$ cat src/rtl/instruction_sequencer_if.sv
// Handshake and status bundle between the instruction sequencer and its
// decode/memory environment.
interface instruction_sequencer_if;
  logic        branchFlag;
  logic        unconditionalBranchFlag;
  logic        zeroFlag;
  logic [31:0] pcOffsetFilled;
  logic        isLoad;
  logic        isStore;
  logic        regWriteEn;
  logic        imemReady;
  logic        dmemReady;
  logic        halt;
  logic [31:0] PC;
  logic        fetchReq;
  logic        irWrite;
  logic        regWrite;
  logic        memRead;
  logic        memWrite;
  logic [2:0]  state;
  logic [31:0] retired;
  logic        timeout;

  modport master (
    input  branchFlag, unconditionalBranchFlag, zeroFlag, pcOffsetFilled,
           isLoad, isStore, regWriteEn, imemReady, dmemReady, halt,
    output PC, fetchReq, irWrite, regWrite, memRead, memWrite, state,
           retired, timeout
  );

  modport slave (
    output branchFlag, unconditionalBranchFlag, zeroFlag, pcOffsetFilled,
           isLoad, isStore, regWriteEn, imemReady, dmemReady, halt,
    input  PC, fetchReq, irWrite, regWrite, memRead, memWrite, state,
           retired, timeout
  );
endinterface

$ cat src/rtl/instruction_sequencer.sv
// Multi-cycle instruction sequencer: steps fetch/decode/execute/memory/writeback,
// owns the PC, counts retired instructions and flags memory-wait timeouts.
//
//   state     | meaning
//   FETCH     | request instruction, wait for imemReady
//   DECODE    | one-cycle decode slot
//   EXECUTE   | latch branch decision, target and memory op
//   MEMORY    | hold memRead/memWrite until dmemReady
//   WRITEBACK | regWrite strobe, PC update, retire
//   HALTED    | idle until reset
module instruction_sequencer #(
  parameter logic [31:0] RESET_PC = 32'h0000_0000,
  parameter int          MAX_WAIT = 15
) (
  input logic                      clock,
  input logic                      reset,
  instruction_sequencer_if.master  bus
);

  typedef enum logic [2:0] {
    FETCH     = 3'd0,
    DECODE    = 3'd1,
    EXECUTE   = 3'd2,
    MEMORY    = 3'd3,
    WRITEBACK = 3'd4,
    HALTED    = 3'd5
  } state_t;

  localparam int WW = $clog2(MAX_WAIT + 1);
  localparam logic [WW-1:0] WAIT_MAX  = WW'(MAX_WAIT);
  localparam logic [WW-1:0] WAIT_LAST = WW'(MAX_WAIT - 1);

  state_t        stateQ;
  logic [31:0]   pcQ;
  logic [31:0]   retiredQ;
  logic [31:0]   targetQ;
  logic          takeBranchQ;
  logic          loadQ;
  logic          storeQ;
  logic          timeoutQ;
  logic [WW-1:0] waitQ;
  logic          waiting;

  assign waiting = ((stateQ == FETCH)  && !bus.imemReady) ||
                   ((stateQ == MEMORY) && !bus.dmemReady);

  always_ff @(posedge clock) begin
    if (reset) begin
      stateQ      <= FETCH;
      pcQ         <= RESET_PC;
      retiredQ    <= '0;
      targetQ     <= '0;
      takeBranchQ <= 1'b0;
      loadQ       <= 1'b0;
      storeQ      <= 1'b0;
      timeoutQ    <= 1'b0;
      waitQ       <= '0;
    end else begin
      // Counter saturates so the sticky flag cannot re-arm on wrap.
      if (waiting) begin
        if (waitQ != WAIT_MAX) waitQ <= waitQ + 1'b1;
        if (waitQ == WAIT_LAST) timeoutQ <= 1'b1;
      end else begin
        waitQ <= '0;
      end

      case (stateQ)
        FETCH:     if (bus.imemReady) stateQ <= DECODE;
        DECODE:    stateQ <= EXECUTE;
        EXECUTE: begin
          takeBranchQ <= (bus.zeroFlag & bus.branchFlag) | bus.unconditionalBranchFlag;
          targetQ     <= pcQ + (bus.pcOffsetFilled << 2);
          loadQ       <= bus.isLoad;
          storeQ      <= bus.isStore & ~bus.isLoad;
          stateQ      <= (bus.isLoad | bus.isStore) ? MEMORY : WRITEBACK;
        end
        MEMORY:    if (bus.dmemReady) stateQ <= WRITEBACK;
        WRITEBACK: begin
          pcQ      <= takeBranchQ ? targetQ : pcQ + 32'd4;
          retiredQ <= retiredQ + 32'd1;
          stateQ   <= bus.halt ? HALTED : FETCH;
        end
        HALTED:    stateQ <= HALTED;
        default:   stateQ <= FETCH;
      endcase
    end
  end

  // Write strobes are suppressed while reset is sampled so an aborted
  // instruction leaves no architectural side effect.
  assign bus.fetchReq = (stateQ == FETCH);
  assign bus.irWrite  = (stateQ == FETCH) && bus.imemReady && !reset;
  assign bus.memRead  = (stateQ == MEMORY) && loadQ;
  assign bus.memWrite = (stateQ == MEMORY) && storeQ;
  assign bus.regWrite = (stateQ == WRITEBACK) && bus.regWriteEn && !reset;
  assign bus.PC       = pcQ;
  assign bus.state    = stateQ;
  assign bus.retired  = retiredQ;
  assign bus.timeout  = timeoutQ;

endmodule

$ cat src/flat_wrapper.sv
// flat-port wrapper written by rule: the top's interface ports become plain ports
module instruction_sequencer_flat 
#(
  parameter logic [31:0] RESET_PC = 32'h0000_0000,
  parameter int          MAX_WAIT = 15
)
  (clock, reset, bus_branchFlag, bus_unconditionalBranchFlag, bus_zeroFlag, bus_pcOffsetFilled, bus_isLoad, bus_isStore, bus_regWriteEn, bus_imemReady, bus_dmemReady, bus_halt, bus_PC, bus_fetchReq, bus_irWrite, bus_regWrite, bus_memRead, bus_memWrite, bus_state, bus_retired, bus_timeout);
  instruction_sequencer_if bus_i ();
  input logic clock;
  input logic reset;
  input wire logic [$bits(bus_i.branchFlag)-1:0] bus_branchFlag;
  input wire logic [$bits(bus_i.unconditionalBranchFlag)-1:0] bus_unconditionalBranchFlag;
  input wire logic [$bits(bus_i.zeroFlag)-1:0] bus_zeroFlag;
  input wire logic [$bits(bus_i.pcOffsetFilled)-1:0] bus_pcOffsetFilled;
  input wire logic [$bits(bus_i.isLoad)-1:0] bus_isLoad;
  input wire logic [$bits(bus_i.isStore)-1:0] bus_isStore;
  input wire logic [$bits(bus_i.regWriteEn)-1:0] bus_regWriteEn;
  input wire logic [$bits(bus_i.imemReady)-1:0] bus_imemReady;
  input wire logic [$bits(bus_i.dmemReady)-1:0] bus_dmemReady;
  input wire logic [$bits(bus_i.halt)-1:0] bus_halt;
  output wire logic [$bits(bus_i.PC)-1:0] bus_PC;
  output wire logic [$bits(bus_i.fetchReq)-1:0] bus_fetchReq;
  output wire logic [$bits(bus_i.irWrite)-1:0] bus_irWrite;
  output wire logic [$bits(bus_i.regWrite)-1:0] bus_regWrite;
  output wire logic [$bits(bus_i.memRead)-1:0] bus_memRead;
  output wire logic [$bits(bus_i.memWrite)-1:0] bus_memWrite;
  output wire logic [$bits(bus_i.state)-1:0] bus_state;
  output wire logic [$bits(bus_i.retired)-1:0] bus_retired;
  output wire logic [$bits(bus_i.timeout)-1:0] bus_timeout;
  assign bus_i.branchFlag = bus_branchFlag;
  assign bus_i.unconditionalBranchFlag = bus_unconditionalBranchFlag;
  assign bus_i.zeroFlag = bus_zeroFlag;
  assign bus_i.pcOffsetFilled = bus_pcOffsetFilled;
  assign bus_i.isLoad = bus_isLoad;
  assign bus_i.isStore = bus_isStore;
  assign bus_i.regWriteEn = bus_regWriteEn;
  assign bus_i.imemReady = bus_imemReady;
  assign bus_i.dmemReady = bus_dmemReady;
  assign bus_i.halt = bus_halt;
  assign bus_PC = bus_i.PC;
  assign bus_fetchReq = bus_i.fetchReq;
  assign bus_irWrite = bus_i.irWrite;
  assign bus_regWrite = bus_i.regWrite;
  assign bus_memRead = bus_i.memRead;
  assign bus_memWrite = bus_i.memWrite;
  assign bus_state = bus_i.state;
  assign bus_retired = bus_i.retired;
  assign bus_timeout = bus_i.timeout;
  instruction_sequencer #(.RESET_PC(RESET_PC), .MAX_WAIT(MAX_WAIT)) u_core (.clock(clock), .reset(reset), .bus(bus_i));
endmodule
$ cat config.mk
export PLATFORM = sky130hd
export DESIGN_NAME = instruction_sequencer_flat
export DESIGN_NICKNAME = d
export VERILOG_FILES = /design/src/rtl/instruction_sequencer_if.sv /design/src/rtl/instruction_sequencer.sv /design/src/flat_wrapper.sv
export SDC_FILE = /design/constraint.sdc
export NUM_CORES = 1
export LEC_CHECK = 0
export ABC_CLOCK_PERIOD_IN_PS = 3100
export BUFFER_PORTS_ARGS = -buffer_cell sky130_fd_sc_hd__buf_4
export CAP_MARGIN = 20
export CELL_PAD_IN_SITES_DETAIL_PLACEMENT = 0
export CELL_PAD_IN_SITES_GLOBAL_PLACEMENT = 1
export CORE_MARGIN = 1
export CORE_UTILIZATION = 42
export DETAILED_ROUTE_END_ITERATION = 12
export PLACE_DENSITY = 0.82
export SKIP_LAST_GASP = 1
export SYNTH_ARGS = -nofsm -noshare
export SYNTH_HDL_FRONTEND = slang
export SYNTH_SLANG_ARGS = --single-unit
$ cat constraint.sdc
create_clock -name clock -period 3.1 [get_ports clock]
set_clock_uncertainty 0.05 [all_clocks]
set_input_delay 0.465 -clock clock [delete_from_list [all_inputs] [get_ports clock]]
set_output_delay 0.465 -clock clock [all_outputs]
set_load 0.02 [all_outputs]
==> summary.md, run 1 <==
| Metric | Value |
|---|---|
| Outcome | complete, no violations |
| Longest Clk Path Bufs | 2 |
| Number of design-rule violations left by the first detailed-router iteration | around 500 |
| Layout fillers | 1,533 |
| Maximum fanout encountered on the critical timing path | 33 |
| Share of layout cells above drive strength 1 | 0.195 |
| Cts bufs inserted | 9 |
| Maxcap violations | 0 |
| Data arrival time at the worst-slack endpoint | 2260 ps |
| Average cell area after synthesis | 7.80 sq um |
| Count of cells resized by post-cts repair | 0 |
| Total nets after synthesis | 929 |
| Synth area leader | dfxtp_1 |
| Final Core Density | 0.532 |
| Most common cell after layout, fill and taps aside | buf_4 |
| Post-synthesis cell count | 852 |
| Width of the die | between 100 and 150 microns |
| Wire length reported by the detailed router | 20,000 microns |
| Maximum ir drop on the vdd rail | 0.282 mV |
| FF+latch count, synth | 107 |
| Category of the most critical setup path | reg -> out |
| Starting Density | 0.434 |
| Number of nets in the layout | 1,039 |
| Layout-stage area growth over the synthesis result | 22.5% |
| Worst setup timing slack at the placement stage | 142 ps |
| Transition time of the tightest slew-check pin | 1040 ps |
| Clock tree root driver cell | clkbuf_16 |
| Lkg Pwr | 3.34 nW |
| Max Transition Viols Final | 0 |
| Sequential share of power | 0.435 |
| Net switching fraction of the power | 0.339 |
| Setup repair after global routing missed its margin | no |
| Worst path setup slack after routing | 322 ps |
| Worst max-slew margin expressed relative to the limit | 0.303 |
| Die area | between 15,000 and 20,000 sq um |
| Internal portion of total power | about 2.4 mW |
| Top cell type's share of synthesized area | 0.322 |
| Via count of the first global-routing pass | around 6,000 |
| First-pass iteration count of the detailed router | 6 |
| Global-route wire length before repair | around 32,000 microns |
| Routed wire length per instance | 17.0 microns |
| F_max | about 360 MHz |
| Placed cell count | 1,162 |
| Number of antenna violations at the first check in global routing | 0 |
| Post-synthesis instance area | 6650 sq um |
| Kind of capture point of the worst setup path | primary output |
| Ys async rst share | 0 |
| Global placer's final weighted congestion | 0.889 |
| Synth area leaders | dfxtp_1 32%, ha_1 6.2%, a21oi_1 5.5% |
| Number of top-level pins | 116 |
| Combinational share of power | 0.235 |
| Antenna diode count | 0 |
| Count of flip-flops with a built-in enable after synthesis | 0 |
| DP Area | 7840 sq um |
| Final critical path time including I/O delays and setup | 2780 ps |
| Hpwl dp | 14,500 microns |
| Cell area power density | ~440 nW/um^2 |
| Setup TNS after final layout | 0 ps |
| Warnings, synthesis | 0 |
| Count of input and output buffers | ~110 |
| CTS tree | yes |
| Kind of launch point of the worst setup path | flip-flop |
| Non-filler cells in the finished layout | 1,178 |
| Via Count | 6,692 |
| Predominant post-synthesis flop cell | dfxtp_1 |
| Height of the chip | 128 microns |
| H-Tree Level Count | 3 |
| Commonest cells after routing, fill and taps aside | 145 x buf_4, 107 x dfxtp_1, 97 x nor2_1 |
| Grt total ovfl | 0 |
| Share of the cycle needed by the critical path after routing | 0.896 |
| Pin count of the biggest net entering global routing | 38 |
| Count of hold buffers inserted by post-cts repair | 0 |
| Final hold violations | 0 |
| Total net switching power | ~1.2 mW |
| Minimum hold slack | ~330 ps |
| Class of the tightest hold or removal check | in -> reg |
| Placeable Area | 15,300 sq um |
| Sequential element share of the synthesized area | 0.322 |
| Total Power Consumption | 3.61 mW |
| Clock sink count | ~110 |
| Later-pin clock latency in the skew report | 360 ps |
| Clk pwr share | 0.330 |
| Final cell area excluding filler cells | 8140 sq um |
| Average via count per standard cell | 5.68 |
| Synth cell types | 76 |
| Critical path data required time | 2580 ps |
| Post-DRT Antenna Nets | 0 |
| DRC violation count after routing | 0 |
| Combined global-route utilization of all metal layers | 0.251 |
| Number of rows created at floorplan | 45 |
| Clock-pin slew of the registers on the worst-case setup and hold paths | 80 ps |
| Count of final setup violators | 0 |
| Post CTS Setup Buffer Count | 0 |
==> flip-flops by register name (all words and copies together), names as in the netlist <==
register,flops
u_core.bus.timeout,1
u_core.takeBranchQ,1
u_core.storeQ,1
u_core.bus.retired,32
u_core.loadQ,1
u_core.bus.state,3
u_core.bus.PC,32
u_core.targetQ,32
u_core.waitQ,4
==> path summary, 6_finish.rpt <==
path	from	to	slack (ps)	depth (start not counted)
hold / removal	bus_isLoad	u_core.loadQ$_SDFFE_PP0N_	330	3
setup reg to reg	u_core.bus.PC[2]$_SDFFE_PP0N_	u_core.targetQ[26]$_SDFFE_PP0N_	320	10
setup / recovery	u_core.bus.state[2]$_SDFFE_PP0P_	bus_regWrite	320	5
hold reg to reg	u_core.targetQ[0]$_SDFFE_PP0N_	u_core.bus.PC[0]$_SDFFE_PP0P_	390	2
==> area by class of cell <==
class | instances | area (sq um) | area share
Clock inverter | 7 | 78.8 | 0.00968
Tap cell | 211 | 264 | 0.0324
Multi-Input combinational cell | 681 | 4260 | 0.523
Inverter | 17 | 63.8 | 0.00784
Sequential cell | 107 | 2140 | 0.263
Timing Repair Buffer | 146 | 1110 | 0.136
Clock buffer | 9 | 225 | 0.0277
==> worst max-delay path, stage by stage (launching register included) <==
cell and delay [ps]:
dfxtp_1 600, inv_2 80, or3_1 550, buf_12 280
nor3b_1 210, buf_4 170
==> Yosys cell counts, types with 3 or more instances <==
library cell and number:
a2111oi_0 4, a211oi_1 12, a21oi_2 3, a21oi_1 73, a21o_1 12, o22ai_1 8, o31ai_1 4, a31oi_1 6
and2_1 5, a22oi_1 12, and3_1 16, nor4_1 8, buf_2 9, or2_2 4, nor3b_1 3, o21ai_0 45
clkbuf_1 35, and4_1 6, a221oi_1 10, nor2_2 3, nor2_1 97, nor2b_1 7, mux2i_1 10, nand2_1 89
nand3b_1 9, or4_1 6, nand3_1 33, xor2_1 26, or3_1 13, nor3_2 4, nand2b_1 3, ha_1 33
o21a_1 9, a311oi_1 3, inv_1 16, o21bai_1 3, xnor2_1 12, nor3_1 31, dfxtp_1 107, nand4_1 15
a211o_1 4
==> power groups by stage <==
stage	combinational [mW]	sequential [mW]	clock (mW)
finish	0.849	1.57	1.19
global route	0.933	1.58	1.27
CTS	0.847	1.57	1.22
detailed placement	0.844	1.60	0
global placement	0.841	1.60	0
floorplan	0.513	1.61	0
==> cell families after synthesis <==
| group | share of synthesized area |
|---|---|
| flops | 0.322 |
| simple gates | 0.273 |
| xor+xnor | 0.0501 |
| buf+inv | 0.0380 |
| fa+ha+maj | 0.0651 |
| compound gates | 0.236 |
| mux | 0.0151 |
==> per-layer routing <==
layer	wire length, microns	track usage	vias to the layer above
li1	-	-	3351
met1	9230	0.329	3124
met2	9340	0.420	184
met3	975	0.0338	33
met4	504	0.0934	0
met5	0	0	-
No activity file was read; power rests on OpenSTA's default activity.
==> run 2: changes to the inputs <==
--- a/config.mk
+++ b/config.mk
@@ -13,6 +13,7 @@
 export CORE_MARGIN = 1
 export CORE_UTILIZATION = 42
 export DETAILED_ROUTE_END_ITERATION = 12
+export MAX_ROUTING_LAYER = met4
 export PLACE_DENSITY = 0.82
 export SKIP_LAST_GASP = 1
 export SYNTH_ARGS = -nofsm -noshare
==> summary.md, run 2 (same netlist as run 1, synthesis figures left out) <==
| Metric | Value |
|---|---|
| Layout fillers | 1,533 |
| Clock-pin slew of the registers on the worst-case setup and hold paths | 80 ps |
| Starting Density | 0.434 |
| Most common cell after layout, fill and taps aside | buf_4 |
| Longest Clk Path Bufs | 2 |
| Post CTS Setup Buffer Count | 0 |
| Setup TNS after final layout | 0 ps |
| Max Transition Viols Final | 0 |
| Count of input and output buffers | 113 |
| Data arrival time at the worst-slack endpoint | 3030 ps |
| Commonest cells after routing, fill and taps aside | 145 x buf_4, 107 x dfxtp_1, 97 x nor2_1 |
| Register area | 2140 sq um |
| Combined global-route utilization of all metal layers | 0.258 |
| Total area of multi-input combinational cells | about 4300 sq um |
| Pin count of the biggest net entering global routing | 38 |
| Antenna diode count | 0 |
| Number of nets in the layout | between 1,000 and 1,500 |
| Number of rows created at floorplan | between 40 and 50 |
| Placeable Area | 15,300 sq um |
| Final hold violations | 0 |
| Count of final setup violators | 0 |
| Count of cells resized by post-cts repair | 0 |
| Hpwl dp | 14,500 microns |
| Kind of capture point of the worst setup path | flip-flop |
| Kind of launch point of the worst setup path | flip-flop |
| Layout-stage area growth over the synthesis result | 22.5% |
| Clock sink count | 107 |
| Number of design-rule violations left by the first detailed-router iteration | between 500 and 600 |
| Critical path data required time | 3340 ps |
| Outcome | complete, no violations |
| Number of top-level pins | around 120 |
| Maxcap violations | 0 |
| Cell area power density | 444 nW/um^2 |
| Worst max-slew margin expressed relative to the limit | 0.286 |
| Final critical path time including I/O delays and setup | between 2000 and 3000 ps |
| Class of the tightest hold or removal check | in -> reg |
| DP Area | 7840 sq um |
| Via count of the first global-routing pass | between 6,000 and 7,000 |
| Transition time of the tightest slew-check pin | ~1100 ps |
| Via Count | ~6,700 |
| Wire length reported by the detailed router | 20,100 microns |
| Cts bufs inserted | 9 |
| Post-DRT Antenna Nets | 0 |
| F_max | 358 MHz |
| Maximum fanout encountered on the critical timing path | 4 |
| Global placer's final weighted congestion | 0.904 |
| Category of the most critical setup path | reg -> reg |
| Average via count per standard cell | 5.68 |
| Maximum ir drop on the vdd rail | approximately 0.28 mV |
| Share of layout cells above drive strength 1 | 0.195 |
| Final cell area excluding filler cells | 8140 sq um |
| First-pass iteration count of the detailed router | 5 |
| Later-pin clock latency in the skew report | 360 ps |
| Clock tree root driver cell | clkbuf_16 |
| Count of hold buffers inserted by post-cts repair | 0 |
| Lkg Pwr | 3.34 nW |
| H-Tree Level Count | 3 |
| Width of the die | 128 microns |
| DRC violation count after routing | 0 |
| Share of the cycle needed by the critical path after routing | 0.900 |
| Routed wire length per instance | around 17 microns |
| CTS tree | yes |
| Number of antenna violations at the first check in global routing | 0 |
| Grt total ovfl | 0 |
| Height of the chip | 128 microns |
| Setup repair after global routing missed its margin | no |
| Die area | 16,300 sq um |
| Global-route wire length before repair | 32,200 microns |
-- run 2: cell counts in the layout (fill, tap and decap cells not counted) --
Identical to the previous run, type by type.
-- run 2: worst paths after layout --
path	from	to	slack, ps	cells after the start
max	u_core.bus.PC[2]$_SDFFE_PP0N_	u_core.targetQ[26]$_SDFFE_PP0N_	310	10
min	bus_isLoad	u_core.loadQ$_SDFFE_PP0N_	340	3
min reg2reg	u_core.targetQ[0]$_SDFFE_PP0N_	u_core.bus.PC[0]$_SDFFE_PP0P_	390	2
max reg2reg	u_core.bus.PC[2]$_SDFFE_PP0N_	u_core.targetQ[26]$_SDFFE_PP0N_	310	10
-- run 2: cell type report --
cell class	instances	share of cell area
Multi-Input combinational cell	681	0.523
Clock buffer	9	0.0277
Inverter	17	0.00784
Sequential cell	107	0.263
Timing Repair Buffer	146	0.136
Tap cell	211	0.0324
Clock inverter	7	0.00968
-- run 2: through the flow --
stage                     hold slack (ps)  setup WS (ps)  utilization  total power [mW]  std cells
after global placement                388            174        0.512              2.44       1162
after floorplan                       376            310            -              2.12        852
after detailed placement              394            142        0.512              2.44       1162
final                                 336            309        0.532              3.62       1178
after CTS                             321            318        0.532              3.64       1178
after global routing                  345            123        0.532              3.78       1178
-- run 2: power breakdown --
part	switching (mW)	total, mW	internal [mW]
registers	0.110	1.57	1.46
clock network	0.623	1.20	0.575
logic	0.500	0.850	0.350
-- run 2: critical path: stages, from the launching register on --
cell,delay (ps)
dfxtp_1,340
ha_1,190
inv_1,60
fa_1,380
and2b_1,250
o2111ai_1,240
a21oi_2,250
nor4_1,80
o31ai_1,330
or4b_1,470
o221ai_1,80
-- run 2: routing by layer --
metal / routed length [microns] / vias to the layer above / track usage
li1: - / 3349 / -
met1: 9340 / 3117 / 0.330
met2: 9320 / 188 / 0.419
met3: 933 / 32 / 0.0334
met4: 508 / 0 / 0.0934
met5: 0 / - / -
